===== src/rtl/rca_word_sequencer_if.sv =====
// Request/result and external-adder signals of the byte-serial word adder.
// slave = sequencer side, master = requester plus the RCA8bit it drives.
interface rca_word_sequencer_if #(
   parameter int BYTES = 4
);
   localparam int W = 8 * BYTES;

   logic          start;
   logic [W-1:0]  A_in;
   logic [W-1:0]  B_in;
   logic          Cin_in;
   logic          ready;
   logic          busy;
   logic          done;
   logic [W-1:0]  Sum_out;
   logic          Cout_out;
   logic          Ovf_out;
   logic [7:0]    Add_A;
   logic [7:0]    Add_B;
   logic          Add_Cin;
   logic [7:0]    Add_Sum;
   logic          Add_Cout;

   modport slave (
      input  start, A_in, B_in, Cin_in, Add_Sum, Add_Cout,
      output ready, busy, done, Sum_out, Cout_out, Ovf_out, Add_A, Add_B, Add_Cin
   );

   modport master (
      output start, A_in, B_in, Cin_in, Add_Sum, Add_Cout,
      input  ready, busy, done, Sum_out, Cout_out, Ovf_out, Add_A, Add_B, Add_Cin
   );
endinterface


===== src/rtl/rca_word_sequencer.sv =====
// Adds two BYTES-wide operands one byte per clock through an external 8-bit RCA,
// LS byte first. Optional signed-overflow flag: define OVERFLOW_DETECT_EN.
module rca_word_sequencer #(
   parameter int BYTES = 4
) (
   input logic                 clk,
   input logic                 rst_n,
   rca_word_sequencer_if.slave bus
);
   localparam int IW = (BYTES > 1) ? $clog2(BYTES) : 1;

   typedef enum logic [1:0] {IDLE = 2'd0, RUN = 2'd1, DONE = 2'd2} state_t;

   state_t                    state;
   logic [IW-1:0]             idx;
   logic                      carry_r;
   logic [BYTES-1:0][7:0]     a_r;
   logic [BYTES-1:0][7:0]     b_r;
   logic [BYTES-1:0][7:0]     sum_r;
   logic                      cout_r;
   logic                      done_r;
   logic                      busy_r;
   logic                      ready_r;
   logic                      last;

   assign last = (idx == IW'(BYTES - 1));

   // The adder sees the current slice straight from the operand registers.
   assign bus.Add_A    = a_r[idx];
   assign bus.Add_B    = b_r[idx];
   assign bus.Add_Cin  = carry_r;
   assign bus.Sum_out  = sum_r;
   assign bus.Cout_out = cout_r;
   assign bus.done     = done_r;
   assign bus.busy     = busy_r;
   assign bus.ready    = ready_r;

`ifdef OVERFLOW_DETECT_EN
   logic ovf_r;
   assign bus.Ovf_out = ovf_r;
`else
   assign bus.Ovf_out = 1'b0;
`endif

   always_ff @(posedge clk or negedge rst_n) begin
      if (!rst_n) begin
         state   <= IDLE;
         idx     <= '0;
         carry_r <= 1'b0;
         a_r     <= '0;
         b_r     <= '0;
         sum_r   <= '0;
         cout_r  <= 1'b0;
         done_r  <= 1'b0;
         busy_r  <= 1'b0;
         ready_r <= 1'b1;
`ifdef OVERFLOW_DETECT_EN
         ovf_r   <= 1'b0;
`endif
      end else begin
         done_r <= 1'b0;
         case (state)
            RUN: begin
               sum_r[idx] <= bus.Add_Sum;
               carry_r    <= bus.Add_Cout;
               idx        <= idx + 1'b1;
               if (last) begin
                  // Wrap idx so the adder never indexes past the top slice.
                  idx     <= '0;
                  cout_r  <= bus.Add_Cout;
`ifdef OVERFLOW_DETECT_EN
                  ovf_r   <= (a_r[BYTES-1][7] == b_r[BYTES-1][7]) &&
                             (bus.Add_Sum[7] != a_r[BYTES-1][7]);
`endif
                  state   <= DONE;
                  done_r  <= 1'b1;
                  busy_r  <= 1'b0;
                  ready_r <= 1'b1;
               end
            end
            default: begin
               if (bus.start) begin
                  a_r     <= bus.A_in;
                  b_r     <= bus.B_in;
                  carry_r <= bus.Cin_in;
                  idx     <= '0;
                  state   <= RUN;
                  busy_r  <= 1'b1;
                  ready_r <= 1'b0;
               end else begin
                  state   <= IDLE;
                  busy_r  <= 1'b0;
                  ready_r <= 1'b1;
               end
            end
         endcase
      end
   end
endmodule


===== src/flat_wrapper.sv =====
// flat-port wrapper written by rule: the top's interface ports become plain ports
module rca_word_sequencer_flat 
#(
   parameter int BYTES = 4
)
  (clk, rst_n, bus_start, bus_A_in, bus_B_in, bus_Cin_in, bus_Add_Sum, bus_Add_Cout, bus_ready, bus_busy, bus_done, bus_Sum_out, bus_Cout_out, bus_Ovf_out, bus_Add_A, bus_Add_B, bus_Add_Cin);
  rca_word_sequencer_if #(.BYTES(BYTES)) bus_i ();
  input logic clk;
  input logic rst_n;
  input wire logic [$bits(bus_i.start)-1:0] bus_start;
  input wire logic [$bits(bus_i.A_in)-1:0] bus_A_in;
  input wire logic [$bits(bus_i.B_in)-1:0] bus_B_in;
  input wire logic [$bits(bus_i.Cin_in)-1:0] bus_Cin_in;
  input wire logic [$bits(bus_i.Add_Sum)-1:0] bus_Add_Sum;
  input wire logic [$bits(bus_i.Add_Cout)-1:0] bus_Add_Cout;
  output wire logic [$bits(bus_i.ready)-1:0] bus_ready;
  output wire logic [$bits(bus_i.busy)-1:0] bus_busy;
  output wire logic [$bits(bus_i.done)-1:0] bus_done;
  output wire logic [$bits(bus_i.Sum_out)-1:0] bus_Sum_out;
  output wire logic [$bits(bus_i.Cout_out)-1:0] bus_Cout_out;
  output wire logic [$bits(bus_i.Ovf_out)-1:0] bus_Ovf_out;
  output wire logic [$bits(bus_i.Add_A)-1:0] bus_Add_A;
  output wire logic [$bits(bus_i.Add_B)-1:0] bus_Add_B;
  output wire logic [$bits(bus_i.Add_Cin)-1:0] bus_Add_Cin;
  assign bus_i.start = bus_start;
  assign bus_i.A_in = bus_A_in;
  assign bus_i.B_in = bus_B_in;
  assign bus_i.Cin_in = bus_Cin_in;
  assign bus_i.Add_Sum = bus_Add_Sum;
  assign bus_i.Add_Cout = bus_Add_Cout;
  assign bus_ready = bus_i.ready;
  assign bus_busy = bus_i.busy;
  assign bus_done = bus_i.done;
  assign bus_Sum_out = bus_i.Sum_out;
  assign bus_Cout_out = bus_i.Cout_out;
  assign bus_Ovf_out = bus_i.Ovf_out;
  assign bus_Add_A = bus_i.Add_A;
  assign bus_Add_B = bus_i.Add_B;
  assign bus_Add_Cin = bus_i.Add_Cin;
  rca_word_sequencer #(.BYTES(BYTES)) u_core (.clk(clk), .rst_n(rst_n), .bus(bus_i));
endmodule

===== config.mk =====
export PLATFORM = sky130hd
export DESIGN_NAME = rca_word_sequencer_flat
export DESIGN_NICKNAME = d
export VERILOG_FILES = /design/src/rtl/rca_word_sequencer_if.sv /design/src/rtl/rca_word_sequencer.sv /design/src/flat_wrapper.sv
export SDC_FILE = /design/constraint.sdc
export NUM_CORES = 1
export LEC_CHECK = 0
export ABC_AREA = 1
export BUFFER_PORTS_ARGS = -buffer_cell sky130_fd_sc_hd__buf_2
export CORE_MARGIN = 4
export CORE_UTILIZATION = 47
export CTS_CLUSTER_SIZE = 28
export DETAILED_ROUTE_END_ITERATION = 12
export HOLD_SLACK_MARGIN = 0.1
export PLACE_DENSITY_LB_ADDON = 0.3
export SYNTH_ARGS = -nofsm -noshare
export SYNTH_HDL_FRONTEND = slang
export SYNTH_SLANG_ARGS = --single-unit

===== constraint.sdc =====
create_clock -name clk -period 1.5 [get_ports clk]
set_clock_uncertainty 0.2 [all_clocks]
set_input_delay 0.375 -clock clk [delete_from_list [all_inputs] [get_ports clk]]
set_output_delay 0.375 -clock clk [all_outputs]
set_load 0.02 [all_outputs]

==> run metrics, run 1 <==
Overflow after GRT=0; share of the synthesized area in the top cell type=54.04%; FF-to-FF setup slack=-0.22 ns; Worst-path clk slew=0.09 ns; WP buf/inv=2; area of the multi-input gates=2221 µm²; Data required, critical path=0.92 ns; Reg area=2605 µm²; Seq cells post-synth=104; DP Area=5951 µm²; outcome=finished, violations left; leakage=3.982 nW; grt met3 use=3.967%; Final min period=2.091 ns; pwr/cell area=2173 nW/µm²; failing checks=setup timing; DP HPWL=9057 µm; post-route cell area=7383 µm²; Reg2Reg Depth=8; WL per Instance=15.56 µm; Clock Latency Late Sink=0.37 ns; die width=108.7 µm; peak supply drop=1.302 mV; placed instance count=866; antenna-violating nets left=0; die extent in y=108.7 µm; met2 usage=44.92%; fraction of registers with async set/reset=100.0%; critical path's top delay family=flip-flops; Worst setup EP type=output port; Top Usage Layer GRT=met2; RR Startpoint=u_core.idx[0]; drt pass-1 iters=5; Final Non-Filler Cells=981; critical path type=reg -> out; Main synth FF type=dfrtp_1; share of layout cells above drive strength 1=31.40%; Total Routing Usage GR=26.34%; synthesis-to-finish area growth=54.80%; Initial DRC Count=434; Synth area leader=dfrtp_1; Placer Congestion=0.8453; Mapped Cells=612; Hold WS=0.2272 ns; most frequent cells after synthesis=nand2_1, dfrtp_1, nand3_1, inv_1, buf_2; final setup fails=58; Root Driver=clkbuf_8; die area=11820 µm²; first-pass GRT wire length=24070 µm; CTS tree=done; highest-delay cell along the critical path=dfrtp_2; crit path max fanout=21; Post-Route WL=15260 µm; vias per inst=5.067; YS warnings=0; initial core utilization=48.57%; via count=4971; Syn Area/Cell=7.793 µm²; post-synthesis sequential area ratio=54.59%; top cells by area, synth=dfrtp_1, nand2_1, nand3_1, or2_2, buf_2; Core Area=9819 µm²; r2r endpoint=u_core.bus.ready; Fin. Hold Viols=0; worst setup margin=-0.5910 ns; maximum clock frequency=478.2 MHz; CP arrival=1.52 ns; fin crit share=139.4%; M1 GR Usage=32.92%; largest net degree at the start of global routing=48; crit-path max cell delay=0.46 ns; maxcap violations=0; Post-synth EDFFs=0; total CTS buffers=9; Post-Syn Nets=693; FILL cells=687; Final Core Density=75.19%; Max clock buf depth=2; Setup TNS=-13.10 ns; Hold Crit Class=in -> async; CP Cell Sequence=buf_8 -> or2_4 -> nand3_2 -> nand2_4 -> buf_2; clock sink total=104; initial antenna violation count=1; H-tree Lvls=3; FP Rows=36; count leader, synth=nand2_1; Cell Area, Synth=4770 µm²; number of global-route vias before repair=4953; Max Slew Vio Count=0; library cells used by synthesis=20; critical path launch point type=register; Residual DRC=0; RSZ-0062 raised after global routing=true; IO Count=131; Nets=923; Buffers on Ports=129
==> layout make-up <==
type                    instances  area share [%]
diodes                          1         0.03389
clock buffers                  11           1.779
clock inverters                 5          0.4575
inverters                      25           1.440
multi-input cells             452           30.08
flip-flops and latches        104           35.28
well taps                     133           2.254
repair buffers                249           28.45
repair inverters                1          0.2203
==> placed cells by master (no fill, tap or decap), types with 2 or more instances in the layout <==
master         count
clkbuf_1           2
buf_8              3
nand3_2           16
buf_2             85
dfrtp_1          102
clkbuf_8           9
nand3_1           69
buf_6             39
ha_4               2
nor2_4             5
or2_4             16
clkinv_2           2
inv_2              5
nor2_1             2
clkinv_8           2
nand2_1          310
buf_4             40
nand2_2           11
inv_1             19
nand2_4           17
dlygate4sd3_1     75
clkinvlp_4         2
buf_12             7
==> power breakdown <==
group / switching, W / total [W] / internal, W
clock network: 0.000945 / 0.00155 / 0.000603
registers: 0.000895 / 0.00507 / 0.00417
logic: 0.00525 / 0.00943 / 0.00418
==> layer usage <==
| layer | wire, µm | part of all wire (%) |
|---|---|---|
| met5 | 0 | 0 |
| met4 | 484 | 3.2 |
| met3 | 987 | 6.5 |
| met2 | 7834 | 51 |
| met1 | 5954 | 39 |
==> what timing repair did <==
action | in CTS | in global routing
endpoints found under the hold margin | 202 | 0
setup buffers | 11 | 12
hold buffers | 75 | 0
gates cloned | 2 | 0
resized for setup | 71 | 38
pin swaps | 6 | 16
setup endpoints to repair | 74 | 93
==> worst max-delay path by stage <==
stage | start | end | slack (ns) | cells past startpoint
2_1_floorplan | u_core.idx[0] | bus_Add_B[1] | -0.04 | 4
3_3_place_gp | u_core.idx[0] | bus_Add_B[0] | -0.21 | 5
3_5_place_dp | u_core.idx[0] | bus_Add_B[1] | -0.22 | 5
4_1_cts | u_core.idx[0] | bus_Add_A[3] | -0.61 | 5
5_1_grt | u_core.idx[0] | bus_Add_B[1] | -0.66 | 5
6_report | u_core.idx[0] | bus_Add_B[6] | -0.59 | 5
==> sequential cells by signal, indices dropped and copies added (netlist names) <==
name                 count
u_core.b_r              32
u_core.idx               2
u_core.state             2
u_core.bus.done          1
u_core.bus.Add_Cin       1
u_core.a_r              32
u_core.bus.Sum_out      32
u_core.bus.ready         1
u_core.bus.Cout_out      1
==> cells by family (layout without fill, tap and decap cells) <==
group | after synthesis | after routing | synth area share (%)
simple gates | 446 | 447 | 38.59
flops | 104 | 104 | 54.59
other cells | 1 | 2 | 0.07862
fa+ha+maj | 4 | 4 | 1.049
buf+inv | 57 | 291 | 5.692
==> stage by stage <==
step | total power (W) | setup WS, ns
final | 0.01604 | -0.5910
after global routing | 0.01717 | -0.6581
after CTS | 0.01537 | -0.6057
after detailed placement | 0.01272 | -0.2239
after global placement | 0.01248 | -0.2127
after floorplan | 0.01047 | -0.04475
Power figures use the tool's default switching activity.
==> run 2, diff against run 1 <==
Settings changed: SETUP_SLACK_MARGIN set to 0.4.
==> run metrics, run 2 (synthesis results as in run 1) <==
outcome=finished, violations left; failing checks=hold timing, setup timing; Post-Route WL=24270 µm; Data required, critical path=0.92 ns; maximum clock frequency=428.3 MHz; antenna-violating nets left=0; die area=11820 µm²; Core Area=9819 µm²; fin crit share=155.6%; worst setup margin=-0.8347 ns; Hold WS=-0.3254 ns; Placer Congestion=0.8557; Post-Place Setup Slack=-0.2422 ns; Max clock buf depth=2; post-route cell area=9041 µm²; Clock power frac=8.4%; clock sink total=104; Initial DRC Count=597; Nets=955; share of layout cells above drive strength 1=51.99%; FP Rows=36; Hold Crit Class=in -> async; Root Driver=clkbuf_8; CTS tree=done; commonest non-fill, non-tap cell in the layout=nand2_1; CP arrival=1.76 ns; Pwr Total=0.02215 W; Residual DRC=0; via count=5972; commonest non-fill, non-tap cells in the layout=nand2_1, dfrtp_1, buf_2, nand2_2, dlygate4sd3_1; H-tree Lvls=3; P_sw=0.01033 W; Clock Latency Late Sink=0.38 ns; DP Area=5995 µm²; leakage=4.548 nW; critical path launch point type=register; Overflow after GRT=0; Final min period=2.335 ns; die extent in y=108.7 µm; Worst setup EP type=output port; Worst-path clk slew=0.11 ns; vias per inst=5.895; largest net degree at the start of global routing=38; WL per Instance=23.96 µm; Buffers on Ports=129; drt pass-1 iters=6; Total Routing Usage GR=35.00%; initial core utilization=48.57%; total CTS buffers=9; initial antenna violation count=0; number of global-route vias before repair=5971; Switching Share=46.62%; first-pass GRT wire length=31330 µm; DP HPWL=9416 µm; final setup fails=139; Reg power frac=25.4%; Pint=0.01183 W; Fin. Hold Viols=53; IO Count=131; die width=108.7 µm; critical path type=reg -> out; Setup TNS=-20.50 ns; crit path max fanout=8; Max Slew Vio Count=0; Comb pwr share=66.2%; pwr/cell area=2450 nW/µm²; peak supply drop=1.643 mV; maxcap violations=0; RSZ-0062 raised after global routing=true; synthesis-to-finish area growth=89.56%
run 2: through the flow:
stage	hold WS [ns]	cells	utilization [%]
after global placement	0.08549	864	61.05
after CTS	-0.3242	994	85.50
after global routing	-0.3261	1012	92.05
after floorplan	-0.1206	612	-
final	-0.3254	1013	92.07
after detailed placement	0.08761	864	61.05
run 2: worst max-delay path: stages (launching register included):
cell and delay, ns:
dfrtp_2 0.50, inv_2 0.15, buf_6 0.15, nand2_1 0.16, nand2_1 0.14, nand2_1 0.09
nand2_4 0.07, buf_6 0.11
run 2: final cells by class:
cell class / instances / area, µm²
diodes: 1 / 2.502
repair buffers: 280 / 2874
multi-input cells: 453 / 3047
well taps: 133 / 166.4
clock buffers: 9 / 123.9
clock inverters: 7 / 77.57
inverters: 25 / 122.6
fillers: 349 / 778.2
flip-flops and latches: 104 / 2608
repair inverters: 1 / 20.02
run 2: repair_timing:
item	in CTS	in global routing
hold buffers	67	1
cloned	19	0
setup endpoints to repair	157	157
pin swaps	47	44
buffers inserted	28	17
resized for setup	220	128
hold endpoints to repair	202	112
run 2: metal layers:
layer | track usage, % | routed length [µm] | vias up
met5 | 0 | 0 | -
met1 | 39.88 | 8014 | 2853
met2 | 61.39 | 11800 | 509
li1 | - | - | 2420
met4 | 16.68 | 2024 | 0
met3 | 8.822 | 2432 | 190
run 2: power groups by stage:
stage | clock network, W | registers (W) | logic, W
final | 0.00187 | 0.00562 | 0.0147
after global routing | 0.00197 | 0.00569 | 0.0153
after CTS | 0.00182 | 0.00519 | 0.0120
after detailed placement | 0 | 0.00501 | 0.00781
after global placement | 0 | 0.00497 | 0.00759
after floorplan | 0 | 0.00543 | 0.00535
run 2: path summary, 6_finish.rpt:
path	from	to	slack, ns	cells after the start
hold reg to reg	u_core.b_r[31]	u_core.b_r[31]	0.31	2
hold / removal	rst_n	u_core.bus.Sum_out[0]	-0.33	1
min in group clk	bus_Add_Sum[7]	u_core.bus.Sum_out[7]	0.07	3
setup reg to reg	u_core.idx[1]	u_core.bus.Sum_out[12]	-0.23	8
setup / recovery	u_core.idx[0]	bus_Add_A[5]	-0.83	7
max in group asynchronous	rst_n	u_core.a_r[6]	0.89	2
==> run 3, diff against run 2 <==
Settings changed: ABC_AREA 1 to unset.
==> run metrics, run 3 <==
Cell Area, Synth=4742 µm²; die extent in y=108.4 µm; wl on met1=4871 µm; Diodes inserted=0; largest net degree at the start of global routing=37; post-synthesis sequential area ratio=54.91%; Post-Syn Nets=336; DR top layer=met4; fraction of registers with async set/reset=100.0%; critical path type=reg -> out; leakage=3.665 nW; Reg2Reg Depth=8; Synth Area in Compound Gates=0.7124%; FF-to-FF setup slack=-0.46 ns; first-pass GRT wire length=17840 µm; crit path max fanout=8; mux share of post-synthesis cell area=37.41%; Main synth FF type=dfrtp_1; Hold Crit Class=in -> async; commonest non-fill, non-tap cell in the layout=dfrtp_1; total CTS buffers=9; most frequent cells after synthesis=dfrtp_1, mux2_4, mux2_2, mux4_1, buf_6; RR Startpoint=u_core.idx[0]; Max clock buf depth=2; Data required, critical path=0.92 ns; vias per inst=4.861; worst setup margin=-0.7092 ns; maxcap violations=0; WP buf/inv=2; Synth Area in Adders=1.055%; Hold WS=-0.3160 ns; CTS tree=done; initial core utilization=48.29%; H-tree Lvls=3; CP arrival=1.63 ns; Post-synth EDFFs=0; critical path's top delay family=multiplexers; CP Cell Sequence=buf_12 -> mux4_2 -> buf_6; Setup TNS=-29.53 ns; met3 WL post-DR=509 µm; Synth area leader=dfrtp_1; Worst setup EP type=output port; Buffers on Ports=129; met2 routed wirelength=6085 µm; Residual DRC=0; outcome=finished, violations left; pwr/cell area=2494 nW/µm²; die area=11760 µm²; Overflow after GRT=0; failing checks=hold timing, setup timing; number of global-route vias before repair=3400; Max Slew Vio Count=0; top cells by area, synth=dfrtp_1, mux2_4, mux4_1, mux2_2, mux4_2; Final Non-Filler Cells=626; Placer Congestion=0.7667; Worst-path clk slew=0.09 ns; r2r endpoint=u_core.bus.Sum_out[20]; Post-Route WL=11600 µm; share of layout cells above drive strength 1=78.30%; Nets=569; synthesis-to-finish area growth=52.19%; Clock Latency Late Sink=0.36 ns; Total Routing Usage GR=19.98%; placed instance count=549; maximum clock frequency=452.6 MHz; Final min period=2.209 ns; final setup fails=121; share of the synthesized area in the top cell type=54.35%; IO Count=131; commonest non-fill, non-tap cells in the layout=dfrtp_1, mux2_4, buf_2, buf_4, buf_6; fin crit share=147.3%; Core Area=9819 µm²; Seq cells post-synth=104; peak supply drop=1.315 mV; initial antenna violation count=0; Initial DRC Count=91; clock sink total=104; library cells used by synthesis=24; Synth Area in XOR/XNOR=0%; RSZ-0062 raised after global routing=true; FP Rows=36; count leader, synth=dfrtp_1; WL per Instance=18.54 µm; largest family of logic cells by synthesized area=multiplexers; Mapped Cells=255; FILL cells=642; crit-path max cell delay=0.54 ns; DP HPWL=7246 µm; die width=108.4 µm; antenna-violating nets left=0; Post-Synth Simple-Gate Area=2.612%; Root Driver=clkbuf_8; drt pass-1 iters=4; critical path launch point type=register; highest-delay cell along the critical path=mux4_2; Syn Area/Cell=18.60 µm²; via count=3043; Fin. Hold Viols=68; YS warnings=0
-- run 3: area by class of cell --
| class | count | area [µm²] | share of cell area (%) |
|---|---|---|---|
| clock buffer | 11 | 151.4 | 2.098 |
| clock inverter | 5 | 38.79 | 0.5374 |
| inverter | 4 | 26.28 | 0.3641 |
| multi-input combinational | 134 | 2116 | 29.32 |
| sequential | 104 | 2606 | 36.11 |
| tap | 133 | 166.4 | 2.306 |
| timing repair buffer | 235 | 2112 | 29.26 |
-- run 3: where the power goes --
group / switching, W / total, W / leakage (nW) / internal (W)
Combinational: 0.00406 / 0.0111 / 2.35 / 0.00705
Clock: 0.000952 / 0.00166 / 0.0963 / 0.000707
Sequential: 0.000970 / 0.00523 / 1.22 / 0.00426
-- run 3: worst max-delay path by stage --
stage,from,endpoint,slack [ns],depth (start not counted)
3_5_place_dp,u_core.idx[0],bus_Add_B[4],-0.40,3
5_1_grt,u_core.idx[0],bus_Add_A[4],-0.78,3
6_report,u_core.idx[0],bus_Add_B[1],-0.71,3
4_1_cts,u_core.idx[0],bus_Add_B[1],-0.74,3
3_3_place_gp,u_core.idx[0],bus_Add_B[2],-0.40,3
2_1_floorplan,u_core.idx[0],bus_Add_A[0],-0.30,3
-- run 3: stage by stage --
step | total power [W] | cell area, µm² | setup slack, ns | util (%)
3_5_place_dp | 0.01313 | 5956 | -0.3984 | 60.65
6_report | 0.01800 | 7217 | -0.7092 | 73.50
2_1_floorplan | 0.01077 | 4897 | -0.3038 | -
4_1_cts | 0.01754 | 7029 | -0.7377 | 71.59
5_1_grt | 0.01894 | 7217 | -0.7841 | 73.50
3_3_place_gp | 0.01297 | 5956 | -0.4031 | 60.65
-- run 3: cell families (layout without fill, tap and decap cells) --
family / count (synthesis) / count (layout)
AND/OR/NAND/NOR: 10 / 10
flip-flops: 104 / 104
multiplexers: 114 / 114
AO/OA/AOI/OAI: 5 / 5
adder cells (fa/ha/maj): 4 / 4
buffers and inverters: 17 / 255
other: 1 / 1
-- run 3: worst register-to-register path: stages (launching register included) --
cell and delay, ns:
dfrtp_2 0.43, buf_12 0.16, buf_6 0.10, buf_6 0.08, buf_8 0.11, clkinvlp_4 0.13
ha_4 0.20, nand2_8 0.13, mux2_4 0.32
-- run 3: repair_timing --
action | in CTS | in global routing
gates cloned | 6 | 2
pin swaps | 4 | 4
hold endpoints to repair | 202 | 202
setup buffers | 37 | 16
endpoints found under the setup margin | 157 | 157
gates resized for setup | 140 | 5
-- run 3: layer usage --
metal | track usage, % | vias up
met5 | 0 | -
met4 | 4.418 | 0
met3 | 5.373 | 12
met2 | 33.45 | 75
met1 | 26.15 | 1562
li1 | - | 1394
